$ cat config.mk
export PLATFORM = sky130hd
export DESIGN_NAME = leaf_out_scheduler_flat
export DESIGN_NICKNAME = d
export VERILOG_FILES = /design/src/rtl/leaf_out_scheduler_if.sv /design/src/rtl/leaf_out_scheduler.sv /design/src/flat_wrapper.sv
export SDC_FILE = /design/constraint.sdc
export NUM_CORES = 1
export LEC_CHECK = 0
export ABC_AREA = 1
export BUFFER_PORTS_ARGS = -buffer_cell sky130_fd_sc_hd__buf_4
export CORE_ASPECT_RATIO = 1.75
export CORE_MARGIN = 10
export CORE_UTILIZATION = 55
export DETAILED_ROUTE_END_ITERATION = 6
export PLACE_DENSITY = 0.82
export RECOVER_POWER = 100
export SETUP_SLACK_MARGIN = 0.1
export SLEW_MARGIN = 40
export SYNTH_ARGS = -nofsm -noshare
export SYNTH_HDL_FRONTEND = slang
export SYNTH_SLANG_ARGS = --single-unit
$ cat constraint.sdc
create_clock -name clk -period 3.4 [get_ports clk]
set_input_delay 0.34 -clock clk [delete_from_list [all_inputs] [get_ports clk]]
set_output_delay 0.34 -clock clk [all_outputs]
set_load 0.05 [all_outputs]
$ cat src/rtl/leaf_out_scheduler_if.sv
// rtl/leaf_out_scheduler_if.sv - stream, packet, credit and config signals of the leaf output scheduler
// master: scheduler side; slave: user streams, leaf interface and config source.
interface leaf_out_scheduler_if #(
  parameter int NUM_STREAMS   = 4,
  parameter int PAYLOAD_BITS  = 32,
  parameter int PACKET_BITS   = 49,
  parameter int NUM_LEAF_BITS = 3,
  parameter int NUM_PORT_BITS = 4,
  parameter int CREDIT_BITS   = 8
);
  logic [NUM_STREAMS*PAYLOAD_BITS-1:0] din_user;
  logic [NUM_STREAMS-1:0]              vld_user;
  logic [NUM_STREAMS-1:0]              ack_user;
  logic [PACKET_BITS-1:0]              pkt_out;
  logic                                pkt_vld;
  logic                                pkt_rdy;
  logic                                cr_ret_vld;
  logic [2:0]                          cr_ret_id;
  logic [CREDIT_BITS-1:0]              cr_ret_cnt;
  logic                                cfg_wr;
  logic [2:0]                          cfg_idx;
  logic [NUM_LEAF_BITS-1:0]            cfg_leaf;
  logic [NUM_PORT_BITS-1:0]            cfg_port;
  logic                                cfg_en;
  logic [15:0]                         stall_cnt;

  modport master (
    input  din_user, vld_user, pkt_rdy, cr_ret_vld, cr_ret_id, cr_ret_cnt,
           cfg_wr, cfg_idx, cfg_leaf, cfg_port, cfg_en,
    output ack_user, pkt_out, pkt_vld, stall_cnt
  );

  modport slave (
    output din_user, vld_user, pkt_rdy, cr_ret_vld, cr_ret_id, cr_ret_cnt,
           cfg_wr, cfg_idx, cfg_leaf, cfg_port, cfg_en,
    input  ack_user, pkt_out, pkt_vld, stall_cnt
  );
endinterface

$ cat src/rtl/leaf_out_scheduler.sv
// rtl/leaf_out_scheduler.sv - credit-aware round-robin scheduler of user streams onto one BFT packet slot
// Optional stall statistics counter is built only when SCHED_STATS_EN is defined.
module leaf_out_scheduler #(
  parameter int NUM_STREAMS   = 4,
  parameter int PAYLOAD_BITS  = 32,
  parameter int PACKET_BITS   = 49,
  parameter int NUM_LEAF_BITS = 3,
  parameter int NUM_PORT_BITS = 4,
  parameter int CREDIT_BITS   = 8,
  parameter int CREDIT_INIT   = 64
) (
  input  logic                 clk,
  input  logic                 reset,
  leaf_out_scheduler_if.master bus
);

  localparam int PTR_W    = $clog2(NUM_STREAMS);
  localparam int PAD_BITS = PACKET_BITS - PAYLOAD_BITS - NUM_LEAF_BITS - NUM_PORT_BITS - 1;
  localparam logic [CREDIT_BITS-1:0] CREDIT_MAX = '1;

  logic [CREDIT_BITS-1:0]   credit_q [NUM_STREAMS];
  logic [CREDIT_BITS-1:0]   credit_d [NUM_STREAMS];
  logic [NUM_LEAF_BITS-1:0] leaf_q   [NUM_STREAMS];
  logic [NUM_PORT_BITS-1:0] port_q   [NUM_STREAMS];
  logic [NUM_STREAMS-1:0]   en_q;
  logic [PTR_W-1:0]         ptr_q, ptr_d;
  logic                     pkt_vld_q, pkt_vld_d;
  logic [PACKET_BITS-1:0]   pkt_q, pkt_d;

  logic [NUM_STREAMS-1:0]   elig;
  logic [NUM_STREAMS-1:0]   ack;
  logic [PTR_W-1:0]         gnt;
  logic                     found;
  logic                     load;
  logic [PAYLOAD_BITS-1:0]  payload;

  always_comb begin
    for (int i = 0; i < NUM_STREAMS; i++) begin
      elig[i] = bus.vld_user[i] & en_q[i] & (credit_q[i] != '0);
    end
  end

  // The slot may be refilled in the same cycle it drains.
  assign load = !pkt_vld_q || bus.pkt_rdy;

  always_comb begin
    int idx;
    idx   = 0;
    found = 1'b0;
    gnt   = '0;
    for (int k = 0; k < NUM_STREAMS; k++) begin
      idx = int'(ptr_q) + k;
      if (idx >= NUM_STREAMS) idx = idx - NUM_STREAMS;
      if (!found && elig[PTR_W'(idx)]) begin
        found = 1'b1;
        gnt   = PTR_W'(idx);
      end
    end
  end

  always_comb begin
    ack = '0;
    if (load && found) ack[gnt] = 1'b1;
  end

  assign bus.ack_user = ack;
  assign payload      = bus.din_user[int'(gnt)*PAYLOAD_BITS +: PAYLOAD_BITS];

  always_comb begin
    pkt_vld_d = pkt_vld_q;
    pkt_d     = pkt_q;
    ptr_d     = ptr_q;
    if (load) begin
      pkt_vld_d = found;
      if (found) begin
        pkt_d = {{PAD_BITS{1'b0}}, 1'b1, leaf_q[gnt], port_q[gnt], payload};
        ptr_d = (int'(gnt) == NUM_STREAMS - 1) ? '0 : gnt + 1'b1;
      end
    end
  end

  // Grant and return on one stream apply as a single net update, then saturate.
  always_comb begin
    logic [CREDIT_BITS:0] sum;
    sum = '0;
    for (int i = 0; i < NUM_STREAMS; i++) begin
      sum = {1'b0, credit_q[i]};
      if (bus.cr_ret_vld && bus.cr_ret_id == 3'(i)) sum = sum + {1'b0, bus.cr_ret_cnt};
      if (ack[i]) sum = sum - 1'b1;
      credit_d[i] = sum[CREDIT_BITS] ? CREDIT_MAX : sum[CREDIT_BITS-1:0];
    end
  end

  always_ff @(posedge clk or negedge reset) begin
    if (!reset) begin
      pkt_vld_q <= 1'b0;
      pkt_q     <= '0;
      ptr_q     <= '0;
      en_q      <= '0;
      for (int i = 0; i < NUM_STREAMS; i++) begin
        credit_q[i] <= CREDIT_BITS'(CREDIT_INIT);
        leaf_q[i]   <= '0;
        port_q[i]   <= '0;
      end
    end else begin
      pkt_vld_q <= pkt_vld_d;
      pkt_q     <= pkt_d;
      ptr_q     <= ptr_d;
      for (int i = 0; i < NUM_STREAMS; i++) begin
        credit_q[i] <= credit_d[i];
        if (bus.cfg_wr && bus.cfg_idx == 3'(i)) begin
          leaf_q[i] <= bus.cfg_leaf;
          port_q[i] <= bus.cfg_port;
          en_q[i]   <= bus.cfg_en;
        end
      end
    end
  end

  assign bus.pkt_vld = pkt_vld_q;
  assign bus.pkt_out = pkt_q;

`ifdef SCHED_STATS_EN
  logic [NUM_STREAMS-1:0] blocked;
  logic [15:0]            stall_q;

  always_comb begin
    for (int i = 0; i < NUM_STREAMS; i++) begin
      blocked[i] = bus.vld_user[i] & en_q[i] & (credit_q[i] == '0);
    end
  end

  always_ff @(posedge clk or negedge reset) begin
    if (!reset) begin
      stall_q <= '0;
    end else if ((|blocked) && (stall_q != 16'hFFFF)) begin
      stall_q <= stall_q + 16'd1;
    end
  end

  assign bus.stall_cnt = stall_q;
`else
  assign bus.stall_cnt = '0;
`endif

endmodule
$ cat src/flat_wrapper.sv
// flat-port wrapper written by rule: the top's interface ports become plain ports
module leaf_out_scheduler_flat 
#(
  parameter int NUM_STREAMS   = 4,
  parameter int PAYLOAD_BITS  = 32,
  parameter int PACKET_BITS   = 49,
  parameter int NUM_LEAF_BITS = 3,
  parameter int NUM_PORT_BITS = 4,
  parameter int CREDIT_BITS   = 8,
  parameter int CREDIT_INIT   = 64
)
  (clk, reset, bus_din_user, bus_vld_user, bus_pkt_rdy, bus_cr_ret_vld, bus_cr_ret_id, bus_cr_ret_cnt, bus_cfg_wr, bus_cfg_idx, bus_cfg_leaf, bus_cfg_port, bus_cfg_en, bus_ack_user, bus_pkt_out, bus_pkt_vld, bus_stall_cnt);
  leaf_out_scheduler_if #(.NUM_STREAMS(NUM_STREAMS), .PAYLOAD_BITS(PAYLOAD_BITS), .PACKET_BITS(PACKET_BITS), .NUM_LEAF_BITS(NUM_LEAF_BITS), .NUM_PORT_BITS(NUM_PORT_BITS), .CREDIT_BITS(CREDIT_BITS)) bus_i ();
  input  logic clk;
  input  logic reset;
  input wire logic [$bits(bus_i.din_user)-1:0] bus_din_user;
  input wire logic [$bits(bus_i.vld_user)-1:0] bus_vld_user;
  input wire logic [$bits(bus_i.pkt_rdy)-1:0] bus_pkt_rdy;
  input wire logic [$bits(bus_i.cr_ret_vld)-1:0] bus_cr_ret_vld;
  input wire logic [$bits(bus_i.cr_ret_id)-1:0] bus_cr_ret_id;
  input wire logic [$bits(bus_i.cr_ret_cnt)-1:0] bus_cr_ret_cnt;
  input wire logic [$bits(bus_i.cfg_wr)-1:0] bus_cfg_wr;
  input wire logic [$bits(bus_i.cfg_idx)-1:0] bus_cfg_idx;
  input wire logic [$bits(bus_i.cfg_leaf)-1:0] bus_cfg_leaf;
  input wire logic [$bits(bus_i.cfg_port)-1:0] bus_cfg_port;
  input wire logic [$bits(bus_i.cfg_en)-1:0] bus_cfg_en;
  output wire logic [$bits(bus_i.ack_user)-1:0] bus_ack_user;
  output wire logic [$bits(bus_i.pkt_out)-1:0] bus_pkt_out;
  output wire logic [$bits(bus_i.pkt_vld)-1:0] bus_pkt_vld;
  output wire logic [$bits(bus_i.stall_cnt)-1:0] bus_stall_cnt;
  assign bus_i.din_user = bus_din_user;
  assign bus_i.vld_user = bus_vld_user;
  assign bus_i.pkt_rdy = bus_pkt_rdy;
  assign bus_i.cr_ret_vld = bus_cr_ret_vld;
  assign bus_i.cr_ret_id = bus_cr_ret_id;
  assign bus_i.cr_ret_cnt = bus_cr_ret_cnt;
  assign bus_i.cfg_wr = bus_cfg_wr;
  assign bus_i.cfg_idx = bus_cfg_idx;
  assign bus_i.cfg_leaf = bus_cfg_leaf;
  assign bus_i.cfg_port = bus_cfg_port;
  assign bus_i.cfg_en = bus_cfg_en;
  assign bus_ack_user = bus_i.ack_user;
  assign bus_pkt_out = bus_i.pkt_out;
  assign bus_pkt_vld = bus_i.pkt_vld;
  assign bus_stall_cnt = bus_i.stall_cnt;
  leaf_out_scheduler #(.NUM_STREAMS(NUM_STREAMS), .PAYLOAD_BITS(PAYLOAD_BITS), .PACKET_BITS(PACKET_BITS), .NUM_LEAF_BITS(NUM_LEAF_BITS), .NUM_PORT_BITS(NUM_PORT_BITS), .CREDIT_BITS(CREDIT_BITS), .CREDIT_INIT(CREDIT_INIT)) u_core (.clk(clk), .reset(reset), .bus(bus_i));
endmodule
==> results of run 1 <==
==> path summary, 6_finish.rpt <==
check	cells after the start	slack [ns]	to	startpoint
setup / recovery	10	0.20	bus_ack_user[3]	u_core.credit_q[6]
hold / removal	3	0.30	u_core.leaf_q[9]	bus_cfg_leaf[0]
setup reg to reg	11	0.33	u_core.bus.pkt_out[39]	u_core.credit_q[20]
hold reg to reg	1	0.47	u_core.bus.pkt_out[39]	u_core.bus.pkt_out[39]
max in group asynchronous	2	1.26	u_core.credit_q[27]	reset
min in group asynchronous	1	0.55	u_core.bus.pkt_out[1]	reset
==> per-stage QoR <==
stage          cell area (µm²)   util
6_report                 10800  0.672
5_1_grt                  10800  0.672
4_1_cts                  10800  0.676
3_5_place_dp             10500  0.657
3_3_place_gp             10500  0.657
2_1_floorplan             9120      -
==> power breakdown <==
group | internal, mW | switching (mW) | total (mW)
Clock | 0.600 | 0.488 | 1.09
Combinational | 2.88 | 6.30 | 9.18
Sequential | 1.86 | 0.342 | 2.20
==> flip-flops by register name (all words and copies together) (netlist names) <==
| name | cells |
|---|---|
| u_core.bus.pkt_out | 40 |
| u_core.bus.pkt_vld | 1 |
| u_core.credit_q | 32 |
| u_core.en_q | 4 |
| u_core.leaf_q | 12 |
| u_core.port_q | 16 |
| u_core.ptr_q | 2 |
==> per-layer routing <==
metal  share of wire  up-vias  wire [µm]  global-route usage
met1            0.35     4401       9610               0.256
met2            0.54      308      15100               0.461
met4           0.046        0       1280               0.123
met5               0        -          0                   0
met3           0.063       71       1740              0.0494
li1                -     4833          -                   -
==> repair_timing <==
action	CTS	global route
setup endpoints to repair	0	7
setup buffers	0	8
gates resized for setup	0	7
==> logic make-up (layout without fill, tap and decap cells) <==
kind of cell,Yosys count,in the layout,synth area share
adder cells (fa/ha/maj),44,44,0.0643
XOR/XNOR,22,22,0.0234
buffers and inverters,271,435,0.132
multiplexers,2,2,0.00222
other,1,25,0.000415
AO/OA/AOI/OAI,99,99,0.0594
AND/OR/NAND/NOR,881,881,0.421
flip-flops,107,107,0.297
==> cells in the final DEF (no fill, tap or decap), drive strengths merged <==
cell	count
xor2	16
o21a	4
nand3	192
a21o	1
dfstp	4
dfrtp	103
xnor2	6
clkinv	1
nand2	567
a21oi	21
o21ai	66
a2bb2oi	1
nor4	1
clkbuf	58
bufinv	1
nor3	3
buf	181
nor2	50
mux2i	2
a31oi	1
or2	12
inv	194
a21boi	2
fa	4
and2	2
conb	25
o22ai	3
nand4	52
ha	40
nand3b	2
==> area by class of cell <==
cell class | instances | area, µm² | area share
Clock buffer | 12 | 246 | 0.0229
Clock inverter | 4 | 56.3 | 0.00522
Inverter | 192 | 721 | 0.0669
Multi-Input combinational cell | 1073 | 5250 | 0.487
Sequential cell | 107 | 2680 | 0.249
Tap cell | 189 | 236 | 0.0219
Timing Repair Buffer | 227 | 1580 | 0.147
==> worst max-delay path, stage by stage (launching register included) <==
cell and delay, ns:
dfstp_2 0.55, nor2_1 0.04, and2_0 0.17, nand2_1 0.09, nand3_1 0.12, nand3_1 0.12, nand2_1 0.13, nand4_4 0.15
nand2_1 0.43, nor2_4 0.43, buf_4 0.26
==> metrics.md, run 1 <==
| Metric | Value |
|---|---|
| # hold bufs at CTS | `0` |
| DR pass1 iterations | `5` |
| Vias in the first global route | `9510` |
| CTS Buf Count | `9` |
| Post-route setup slack | `0.201 ns` |
| Seq/Total Area, Yosys | `0.297` |
| Detail Placement HPWL | `21300 µm` |
| Critical path class | `register to primary output` |
| RSZ-0062 raised after global routing | `yes` |
| Fin. max-slew vios | `81` |
| Final worst path period need | `3.20 ns` |
| Actual slew at the worst max-slew pin | `2.05 ns` |
| Netlist cell types | `43` |
| Layout cell share with drive strength beyond 1 | `0.150` |
| Synth area leaders | `dfrtp_1, nand2_1, nand3_1, inv_1, ha_1` |
| Clock Path Buffers | `2` |
| Hold_ws | `0.303 ns` |
| Mapped cell area | `9030 µm²` |
| Die Width | `117 µm` |
| Clk_skew | `0.0147 ns` |
| Outcome | `finished, violations left` |
| Worst endpoint required time | `3.06 ns` |
| Initial antenna violation count | `0` |
| Residual DRC | `0` |
| Fin nets | `1813` |
| Routed vias | `9613` |
| Clock sink count | `107` |
| H-tree depth | `3` |
| Area leader, netlist | `dfrtp_1` |
| Failing checks | `capacitance limit, slew limit` |
| Startpoint type of the worst setup path | `register` |
| Syn. warnings | `0` |
| I/O Buffers | `203` |
| Die Ht | `190 µm` |
| GP Congestion | `0.925` |
| Mapped Avg Cell Area | `6.33 µm²` |
| FP Rows | `61` |
| #FFs+latches synth | `107` |
| P_leak | `6.24 nW` |
| Syn Inst Count | `1427` |
| Synth top cells by count | `nand2_1, nand3_1, inv_1` |
| Clock Root Buffer | `clkbuf_16` |
| Most common cell in the netlist | `nand2_1` |
| Pre-CTS WS | `0.510 ns` |
| GRT overflow | `0` |
| Post-synth EDFFs | `0` |
| Via density | `5.33` |
| Tcrit/Tclk final | `0.941` |
| Worst Path Max Fanout | `11` |
| Io pins | `229` |
| Hold WC Path Type | `input pin to register` |
| Area grow syn2layout | `19.3%` |
| Worst slew margin | `-0.365` |
| Largest net degree at the start of global routing | `81` |
| Iter 0 DRT Violations | `517` |
| Fmax | `313 MHz` |
| Total GRT Usage | `0.250` |
| Core area | `16000 µm²` |
| Synth async-reset ratio | `1.00` |
| Final hold viol count | `0` |
| Starting Density | `0.563` |
| Post-synth top flop | `dfrtp_1` |
| Tot Pwr | `12.5 mW` |
| Layout fillers | `1481` |
| DIE AREA | `22100 µm²` |
| Crit path capture type | `primary output` |
| Global-route wire length before repair | `45200 µm` |
| Placed Cells | `1779` |
| Worst vdd ir | `0.742 mV` |
| Final setup vio count | `0` |
| Reg clk slew, reported paths | `0.08 ns` |
| Max Cap Viol | `1` |
| Final WL | `27700 µm` |
| Worst EP arrival | `2.86 ns` |
| Share of the synthesized area in the top cell type | `0.285` |
| Antenna diodes | `0` |
| TritonCTS clock tree | `done` |
| Pwr Density | `1160 nW/µm²` |
| Antenna Nets Post-Route | `0` |
| Clock latency on the worst-skew pair | `0.36 ns` |
| Wirelength per Cell | `15.4 µm` |
| Setup_tns | `0 ns` |
| Final cell count without fillers | `1804` |
(Power assumes the default switching activity.)
==> inputs of run 2 (changes only) <==
==> constraint.sdc (replaced) <==
create_clock -name clk -period 3.4 [get_ports clk]
set_input_delay 0.17 -clock clk [delete_from_list [all_inputs] [get_ports clk]]
set_output_delay 0.17 -clock clk [all_outputs]
set_load 0.05 [all_outputs]
==> run 2 against run 1 <==
Against the previous run: the flow still finishes with violations (capacitance limit, slew limit); non-clock buffer count decreased by 7; design area down 0.77%; combinational power fell by 2.8%; clock-buffer cell count fell by 2; sequential cell count unchanged; worst setup slack better by 0.13 ns; highest routed layer unchanged; largest cell class unchanged; final cell count fell by 0.39%.
==> metrics.md, run 2 (synthesized netlist as in run 1, its figures left out) <==
| Metric | Value |
|---|---|
| Outcome | `finished, violations left` |
| Failing checks | `capacitance limit, slew limit` |
| GRT overflow | `0 (unchanged)` |
| Clk_skew | `0.0107 ns (-0.00402 ns)` |
| Hold WC Path Type | `input pin to register` |
| TritonCTS clock tree | `done` |
| Pwr Density | `1140 nW/µm² (-1.4%)` |
| Clock Path Buffers | `2 (unchanged)` |
| Vias in the first global route | `9678 (+1.8%)` |
| Most common cell after layout, fill and taps aside | `nand2_1` |
| Critical path class | `register to primary output` |
| Worst EP arrival | `2.90 ns (+0.04 ns)` |
| Antenna Nets Post-Route | `0 (unchanged)` |
| Clock Root Buffer | `clkbuf_16` |
| Starting Density | `0.563 (unchanged)` |
| Fin nets | `1806 (-0.39%)` |
| Final WL | `27800 µm (+0.27%)` |
| Tot Pwr | `12.2 mW (-2.2%)` |
| RSZ-0062 raised after global routing | `no` |
| Detail Placement HPWL | `21100 µm (-0.78%)` |
| Worst vdd ir | `1.36 mV (+83%)` |
| CP Launch Point | `u_core.ptr_q[0]` |
| CTS Buf Count | `9 (unchanged)` |
| Fmax | `326 MHz (+4.3%)` |
| Commonest cells after routing, fill and taps aside | `nand2_1, nand3_1, inv_1, buf_4, dfrtp_1` |
| Io pins | `229 (unchanged)` |
| Worst endpoint required time | `3.23 ns (+0.17 ns)` |
| Die Width | `117 µm (unchanged)` |
| Actual slew at the worst max-slew pin | `2.72 ns (+0.671 ns)` |
| Final worst path period need | `3.07 ns (-0.131 ns)` |
| Max Cap Viol | `1 (unchanged)` |
| Clock latency on the worst-skew pair | `0.36 ns (about the same)` |
| Clock power share | `0.086 (about the same)` |
| Max reg flops | `40 (unchanged)` |
| Hold EP | `u_core.leaf_q[6]` |
| WHS Path Cells | `3 (unchanged)` |
| Wirelength per Cell | `15.5 µm (+0.66%)` |
| FF-to-FF Start | `u_core.credit_q[14]` |
| Tcrit/Tclk final | `0.902 (-0.0384)` |
| RR Endpoint | `u_core.credit_q[18]` |
| P_leak | `6.19 nW (-0.76%)` |
| I/O Buffers | `203 (unchanged)` |
| Layout fillers | `1525 (+3.0%)` |
| Area after DPL | `10500 µm² (-0.23%)` |
| Global-route wire length before repair | `45500 µm (+0.83%)` |
| Pre-CTS WS | `0.605 ns (+0.0950 ns)` |
| Switch Pwr | `7.09 mW (-0.54%)` |
| Final setup vio count | `0 (unchanged)` |
| Largest net degree at the start of global routing | `79 (-2.5%)` |
| Share of power burned in registers | `0.183 (+0.006)` |
| Post-route setup slack | `0.332 ns (+0.131 ns)` |
| Final Cell Area | `10700 µm² (-0.77%)` |
| Iter 0 DRT Violations | `557 (+7.7%)` |
| Worst slew margin | `-0.812 (-0.448)` |
| Initial antenna violation count | `0 (unchanged)` |
| Area grow syn2layout | `18.4%` |
| Hold_sp | `bus_cfg_leaf[0]` |
| GP Congestion | `0.935 (+1.1%)` |
| Reg clk slew, reported paths | `0.08 ns (about the same)` |
| Die Ht | `190 µm (unchanged)` |
| Final hold viol count | `0 (unchanged)` |
| DIE AREA | `22100 µm² (unchanged)` |
| Antenna diodes | `0 (unchanged)` |
| Residual DRC | `0 (unchanged)` |
| Fin. max-slew vios | `47 (-42%)` |
| FP Rows | `61 (unchanged)` |
| Startpoint type of the worst setup path | `register` |
| Total GRT Usage | `0.251 (+0.000810)` |
| H-tree depth | `3 (unchanged)` |
| Clock sink count | `107 (unchanged)` |
| DR pass1 iterations | `5 (unchanged)` |
| Setup_tns | `0 ns (unchanged)` |
| Sw Share | `0.582 (+0.00962)` |
| Worst Path Max Fanout | `9 (-2)` |
| Layout cell share with drive strength beyond 1 | `0.142 (-0.00805)` |
| Worst reg-to-reg setup slack | `0.36 ns (+0.03 ns)` |
| Core area | `16000 µm² (unchanged)` |
| Int Power | `5.10 mW (-4.4%)` |
| Crit path capture type | `primary output` |
| Routed vias | `9625 (+0.12%)` |
| R2R depth | `16 (+5)` |
| Logic pwr share | `0.732 (-0.004)` |
| Via density | `5.36 (+0.51%)` |
==> run 2: cell count changes in the layout (fill, tap and decap cells not counted), moves of 2 or more <==
cell	previous run	this run
buf_4	176	167
inv_1	181	183
inv_8	0	2
nand2_1	560	563
nand2_2	7	4
buf_6	2	0
inv_2	11	9
==> run 2: worst max path at each step <==
| stage | slack (ns) | endpoint |
|---|---|---|
| after floorplan | 0.73 | u_core.credit_q[23] |
| after global placement | 0.70 | u_core.credit_q[16] |
| after detailed placement | 0.61 | u_core.credit_q[11] |
| after CTS | 0.29 | bus_ack_user[3] |
| after global routing | 0.11 | u_core.credit_q[18] |
| final | 0.33 | bus_ack_user[3] |
==> run 2: power by group through the flow <==
stage,sequential [mW],clock [mW],combinational [mW]
final,2.23,1.05,8.92
after global routing,2.29,1.10,10.0
after CTS,2.23,1.05,9.07
after detailed placement,2.24,0,9.01
after global placement,2.23,0,8.79
after floorplan,2.96,0,6.24
==> run 2: area by class of cell <==
| cell class | count | area [µm²] | share of cell area |
|---|---|---|---|
| clock inverter | 6 | 56.3 | 0.00527 |
| sequential | 107 | 2680 | 0.251 |
| timing repair buffer | 220 | 1540 | 0.144 |
| tap | 189 | 236 | 0.0221 |
| multi-input combinational | 1073 | 5230 | 0.489 |
| inverter | 192 | 721 | 0.0674 |
| clock buffer | 10 | 229 | 0.0214 |
==> run 2: critical path, cell delays in order (launching register included) <==
cell	delay, ns
dfrtp_1	0.64
inv_2	0.14
nand3_1	0.14
nand2_1	0.13
o21ai_4	0.25
nand4_1	0.12
nand3_1	0.11
nand2_1	0.12
inv_1	0.13
ha_1	0.15
inv_1	0.06
nor2_4	0.20
clkbuf_2	0.34
==> run 2: metrics by stage <==
step	utilization	hold WS, ns	instances
2_1_floorplan	-	-0.126	1451
4_1_cts	0.674	0.119	1790
5_1_grt	0.667	0.133	1797
3_3_place_gp	0.656	0.230	1773
3_5_place_dp	0.656	0.233	1773
6_report	0.667	0.116	1797
==> run 2: repair_timing <==
| action | 4_1_cts | 5_1_grt |
|---|---|---|
| hold buffers | 1 | 0 |
| endpoints found under the setup margin | 0 | 2 |
| endpoints found under the hold margin | 43 | 0 |
| setup buffers | 0 | 6 |
| gates resized for setup | 0 | 0 |
==> run 2: per-layer routing <==
metal,global-route usage,vias up,routed length (µm)
met5,0,-,0
met4,0.0993,0,926
met3,0.0478,56,1380
met2,0.478,241,15400
met1,0.254,4508,10100
li1,-,4820,-
